[src/rtl/amp_pwr_sequencer.sv]
// Power-up/down sequencer for the amp frontend. Times each phase through an external
// one-shot timer (start pulse out, idle-high timeout in) and gates bias/precharge/PWM/mute.
module amp_pwr_sequencer #(
  parameter int MAX_RETRY = 3,
  parameter int GUARD_CYC = 4
) (
  input  logic       clk_in,
  input  logic       resetb,
  input  logic       amp_enable,
  input  logic       fault_in,
  input  logic       fault_clear,
  input  logic       timer_timeout,
  output logic       timer_start,
  output logic       bias_en,
  output logic       precharge_en,
  output logic       pwm_en,
  output logic       mute_n,
  output logic       seq_ready,
  output logic       fault_lock,
  output logic [2:0] seq_state
);

  typedef enum logic [2:0] {
    S_OFF    = 3'd0,
    S_BIAS   = 3'd1,
    S_PRECHG = 3'd2,
    S_UNMUTE = 3'd3,
    S_RUN    = 3'd4,
    S_SHUTDN = 3'd5,
    S_FAULT  = 3'd6,
    S_LOCK   = 3'd7
  } state_t;

  state_t      r_state;
  state_t      w_state_next;
  logic        r_started;
  logic        r_armed;
  logic [3:0]  r_guard;
  logic [2:0]  r_retry_cnt;
  logic        r_timer_start;
  logic [5:0]  r_outs;

  logic        w_timed;
  logic        w_fault_state;
  logic        w_done;
  logic        w_guard_exp;
  logic        w_active_fault;
  logic [2:0]  w_retry_inc;
  logic        w_rerun;
  logic        w_clr_retry;
  logic        w_new_phase;
  logic        w_fire;

  // Output vector order: {bias, precharge, pwm, mute_n, ready, lock}
  function automatic logic [5:0] f_decode(input state_t s);
    case (s)
      S_BIAS:   f_decode = 6'b100000;
      S_PRECHG: f_decode = 6'b110000;
      S_UNMUTE: f_decode = 6'b101000;
      S_RUN:    f_decode = 6'b101110;
      S_SHUTDN: f_decode = 6'b101000;
      S_LOCK:   f_decode = 6'b000001;
      default:  f_decode = 6'b000000;
    endcase
  endfunction

  assign w_timed = (r_state == S_BIAS) || (r_state == S_PRECHG) || (r_state == S_UNMUTE) ||
                   (r_state == S_SHUTDN) || (r_state == S_FAULT);
  assign w_fault_state = (r_state == S_BIAS) || (r_state == S_PRECHG) || (r_state == S_UNMUTE) ||
                         (r_state == S_RUN) || (r_state == S_SHUTDN);

  // A phase is only done once the timer was seen counting after our own pulse.
  assign w_done         = w_timed && r_armed && timer_timeout;
  assign w_guard_exp    = w_timed && r_started && !r_armed && timer_timeout &&
                          (r_guard >= 4'(GUARD_CYC));
  assign w_active_fault = fault_in && w_fault_state;
  assign w_retry_inc    = (r_retry_cnt == 3'd7) ? 3'd7 : r_retry_cnt + 3'd1;

  always_comb begin
    w_state_next = r_state;
    w_rerun      = 1'b0;
    w_clr_retry  = 1'b0;
    case (r_state)
      S_OFF: begin
        if (amp_enable && !fault_in) w_state_next = S_BIAS;
      end
      S_LOCK: begin
        if (fault_clear && !fault_in) begin
          w_state_next = S_OFF;
          w_clr_retry  = 1'b1;
        end
      end
      default: begin
        if (w_active_fault) begin
          w_state_next = (w_retry_inc == 3'(MAX_RETRY)) ? S_LOCK : S_FAULT;
        end else if (w_guard_exp) begin
          w_state_next = S_LOCK;
        end else begin
          case (r_state)
            S_BIAS: begin
              if (!amp_enable) w_state_next = S_OFF;
              else if (w_done) w_state_next = S_PRECHG;
            end
            S_PRECHG: begin
              if (!amp_enable) w_state_next = S_OFF;
              else if (w_done) w_state_next = S_UNMUTE;
            end
            S_UNMUTE: begin
              if (!amp_enable) w_state_next = S_SHUTDN;
              else if (w_done) w_state_next = S_RUN;
            end
            S_RUN: begin
              if (!amp_enable) w_state_next = S_SHUTDN;
            end
            S_SHUTDN: begin
              if (w_done) begin
                w_state_next = S_OFF;
                w_clr_retry  = 1'b1;
              end
            end
            S_FAULT: begin
              if (w_done) begin
                if (fault_in) w_rerun = 1'b1;
                else          w_state_next = S_OFF;
              end
            end
            default: ;
          endcase
        end
      end
    endcase
  end

  // Handshake flags restart on every state entry and on a FAULT cooldown rerun.
  assign w_new_phase = (w_state_next != r_state) || w_rerun;
  assign w_fire      = w_timed && !r_started && timer_timeout && !w_new_phase;

  always_ff @(posedge clk_in) begin
    if (!resetb) begin
      r_state       <= S_OFF;
      r_started     <= 1'b0;
      r_armed       <= 1'b0;
      r_guard       <= 4'd0;
      r_retry_cnt   <= 3'd0;
      r_timer_start <= 1'b0;
      r_outs        <= 6'b000000;
    end else begin
      r_state       <= w_state_next;
      r_timer_start <= w_fire;
      r_outs        <= f_decode(w_state_next);
      if (w_new_phase) begin
        r_started <= 1'b0;
        r_armed   <= 1'b0;
        r_guard   <= 4'd0;
      end else if (w_fire) begin
        r_started <= 1'b1;
        r_guard   <= 4'd0;
      end else if (r_started && !r_armed) begin
        if (!timer_timeout)       r_armed <= 1'b1;
        else if (r_guard != 4'hF) r_guard <= r_guard + 4'd1;
      end
      if (w_active_fault)
        r_retry_cnt <= w_retry_inc;
      else if (w_clr_retry || (fault_clear && r_state != S_LOCK))
        r_retry_cnt <= 3'd0;
    end
  end

  assign seq_state    = r_state;
  assign timer_start  = r_timer_start;
  assign bias_en      = r_outs[5];
  assign precharge_en = r_outs[4];
  assign pwm_en       = r_outs[3];
  assign mute_n       = r_outs[2];
  assign seq_ready    = r_outs[1];
  assign fault_lock   = r_outs[0];

endmodule
[config.mk]
export PLATFORM = sky130hd
export DESIGN_NAME = amp_pwr_sequencer
export DESIGN_NICKNAME = d
export VERILOG_FILES = /design/src/rtl/amp_pwr_sequencer.sv
export SDC_FILE = /design/constraint.sdc
export NUM_CORES = 1
export LEC_CHECK = 0
export BUFFER_PORTS_ARGS = -buffer_cell sky130_fd_sc_hd__buf_4
export CAP_MARGIN = 25
export CORE_MARGIN = 2
export CORE_UTILIZATION = 58
export DETAILED_ROUTE_END_ITERATION = 8
export HOLD_SLACK_MARGIN = 0.1
export PLACE_DENSITY = 0.91
export SLEW_MARGIN = 10
export SYNTH_ARGS = -nofsm -noshare
export SYNTH_HDL_FRONTEND = slang
export SYNTH_SLANG_ARGS = --single-unit
[constraint.sdc]
create_clock -name clk_in -period 4.31 [get_ports clk_in]
set_input_delay 0.2155 -clock clk_in [delete_from_list [all_inputs] [get_ports clk_in]]
set_output_delay 0.2155 -clock clk_in [all_outputs]
set_load 0.1 [all_outputs]
==> qor.txt <==
Commonest cells post-synth: dfxtp_1 (18), a21oi_1 (11), nand2_1 (10)
wire length per cell: 14.1 µm
hold worst-path end: seq_state[0]
CTS tree: done
fmax: 400 MHz
PwrDens: 809 mW/mm²
unrepaired setup endpoints after global routing: no
Fillers: 135
Register Area: 360 µm²
GRT Total Usage: 0.256
Synth top area share: 0.343
clk buf depth: 2
Critical Path Source Type: register
Fin Setup TNS: 0 ns
DR DRC count: 0
Reg-to-Reg Start: r_retry_cnt[0]
largest net degree at the start of global routing: 14
via count: 1003
sequential fraction of the synthesis area: 0.343
Fin. Hold Viols: 0
CTS Buf Count: 3
Initial Util: 0.615
GR Overflow Total: 0
asr flop ratio synth: 0
fraction of layout cells with a size suffix above 1: 0.191
Layout area overhead: 14.1%
nets: 150
final hold slack: 0.186 ns
Final period util: 0.580
clock root buffer: clkbuf_4
synthesis-stage register bit count: 18
die area: 0.00217 mm²
number of distinct library cells after synthesis: 44
VDD IR max: 0.571 mV
Reg clk slew, reported paths: 0.10 ns
Clock Sinks: 18
port bufs: 15
num rows: 15
post-route ant nets: 0
Post-synth top flop: dfxtp_1
final WL: 2.34 mm
GPL Wtd Cong: 0.899
Worst Min Path Start: resetb
Final Cell Area: 0.00120 mm²
cts hold-fix bufs: 0
minimum clock period: 2.50 ns
Finished Core Util: 0.701
Max FO, Critical Path: 7
die width: 46.5 µm
Critical Path AT: 2.65 ns
Post-CTS Resized: 0
Pre-Repair DR Iteration Count: 4
DR vias/cell: 6.04
final std cells w/o fill: 166
required time worst endpoint: 4.47 ns
Placed Area: 0.00116 mm²
top cells by area, synth: dfxtp_1 (34%), a21oi_1 (5.2%), nand2_1 (3.6%), nand3_1 (3.3%), nor2_1 (3.2%)
critical path capture point type: register
Setup Fix Bufs, Post-CTS: 0
R2R cell count: 5
global-route wire length before repair: 3.89 mm
Post-synth EDFFs: 0
GRT met2 Usage: 0.439
syn nets: 136
Syn Area/Cell: 8.20 µm²
Leak: 0.484 nW
synthesized cell area: 0.00105 mm²
initial antenna violation count: 0
io pins: 16
setup-violating endpoint count in the final report: 0
Hold Path Class: input port to register
worst slew pin tran: 0.856 ns
final clock skew: 0.00547 ns
status: completed
Hold Path Depth: 2
post-placement cell count: 162
Die H: 46.5 µm
met3 global-route usage: 0.0824
Multi-input gate area: 634 µm²
grt peak-use layer: met2
H-tree levels: 1
critical path class: register to register
Slew headroom: 0.425
Antenna Cells: 0
routing usage on met1: 0.281
Yosys top cell by area: dfxtp_1
insertion delay to the later sink of the worst-skew pair: 0.30 ns
total of max-cap violations: 0
Synth Warn #: 0
r2r endpoint: r_guard[3]
Post-DP HPWL: 1.76 mm
Core ar.: 0.00171 mm²
vias in the first global route: 905
1st-iter DRT viols: 35
reg2reg setup slack: 1.81 ns
cell with the most instances after synthesis: dfxtp_1
max-slew violation count: 0
post-synthesis cell count: 128
[placed cells by master, fill, tap and decap left out, types with 2 or more instances in the layout]
cell,count
nor2_1,9
nand2b_1,2
clkbuf_4,3
a211o_1,2
nor2b_1,4
or3_1,3
o31ai_1,2
nor3_1,6
dfxtp_1,18
a21boi_0,3
inv_1,6
nand3_1,7
a31oi_1,2
o21ai_0,2
a21oi_1,11
xnor2_1,2
and2_1,3
nor4_1,5
ha_1,2
buf_4,15
nand2_1,10
and3_1,2
o211ai_1,2
[power breakdown]
| part | total, mW | switching [mW] | leakage [nW] | internal (mW) |
|---|---|---|---|---|
| clock network | 0.105 | 0.0529 | 0.0210 | 0.0516 |
| registers | 0.260 | 0.0574 | 0.146 | 0.203 |
| logic | 0.604 | 0.424 | 0.316 | 0.180 |
[stage by stage]
step                      setup WS (ns)  power [mW]
after floorplan                    1.66       0.759
after global placement             1.94       0.853
after detailed placement           1.87       0.861
after CTS                          1.85       0.968
after global routing               1.64        1.02
final                              1.81       0.969
[logic make-up after synthesis]
family                   Yosys count  synth area share
AO/OA/AOI/OAI                     33             0.231
XOR/XNOR                           3            0.0250
adder cells (fa/ha/maj)            2            0.0238
buffers and inverters             12            0.0524
flip-flops                        18             0.343
multiplexers                       1           0.00954
AND/OR/NAND/NOR                   59             0.315
[critical path, stage by stage, from the launching register on]
cell and delay (ns):
dfxtp_1 0.35, ha_1 0.30, or4b_1 0.45, a221o_1 0.38, o31ai_1 0.73, nor4_1 0.14
[area by class of cell]
type / count / area share
multi-input cells: 98 / 0.530
flip-flops and latches: 18 / 0.301
clock buffers: 4 / 0.0303
well taps: 25 / 0.0261
inverters: 6 / 0.0188
repair buffers: 15 / 0.0940
[state kept, by name, indices dropped and copies added, names as in the netlist]
name	cells
timer_start	1
r_guard	4
r_armed	1
r_started	1
r_outs	5
seq_state	3
r_retry_cnt	3
[how the worst max path moves through the flow]
stage / startpoint / to / slack [ns] / depth (start not counted)
3_3_place_gp: r_retry_cnt[0] / r_guard[0] / 1.94 / 5
2_1_floorplan: seq_state[0] / r_guard[0] / 1.66 / 7
4_1_cts: r_retry_cnt[0] / timer_start / 1.85 / 5
5_1_grt: r_retry_cnt[0] / r_guard[0] / 1.64 / 5
6_report: r_retry_cnt[0] / r_guard[3] / 1.81 / 5
3_5_place_dp: r_retry_cnt[0] / timer_start / 1.87 / 5
[per-layer routing]
| metal | share of wire | vias to the layer above |
|---|---|---|
| met5 | 0 | - |
| met1 | 0.39 | 459 |
| met2 | 0.52 | 39 |
| met3 | 0.055 | 10 |
| li1 | - | 495 |
| met4 | 0.031 | 0 |
(Power assumes the default switching activity.)
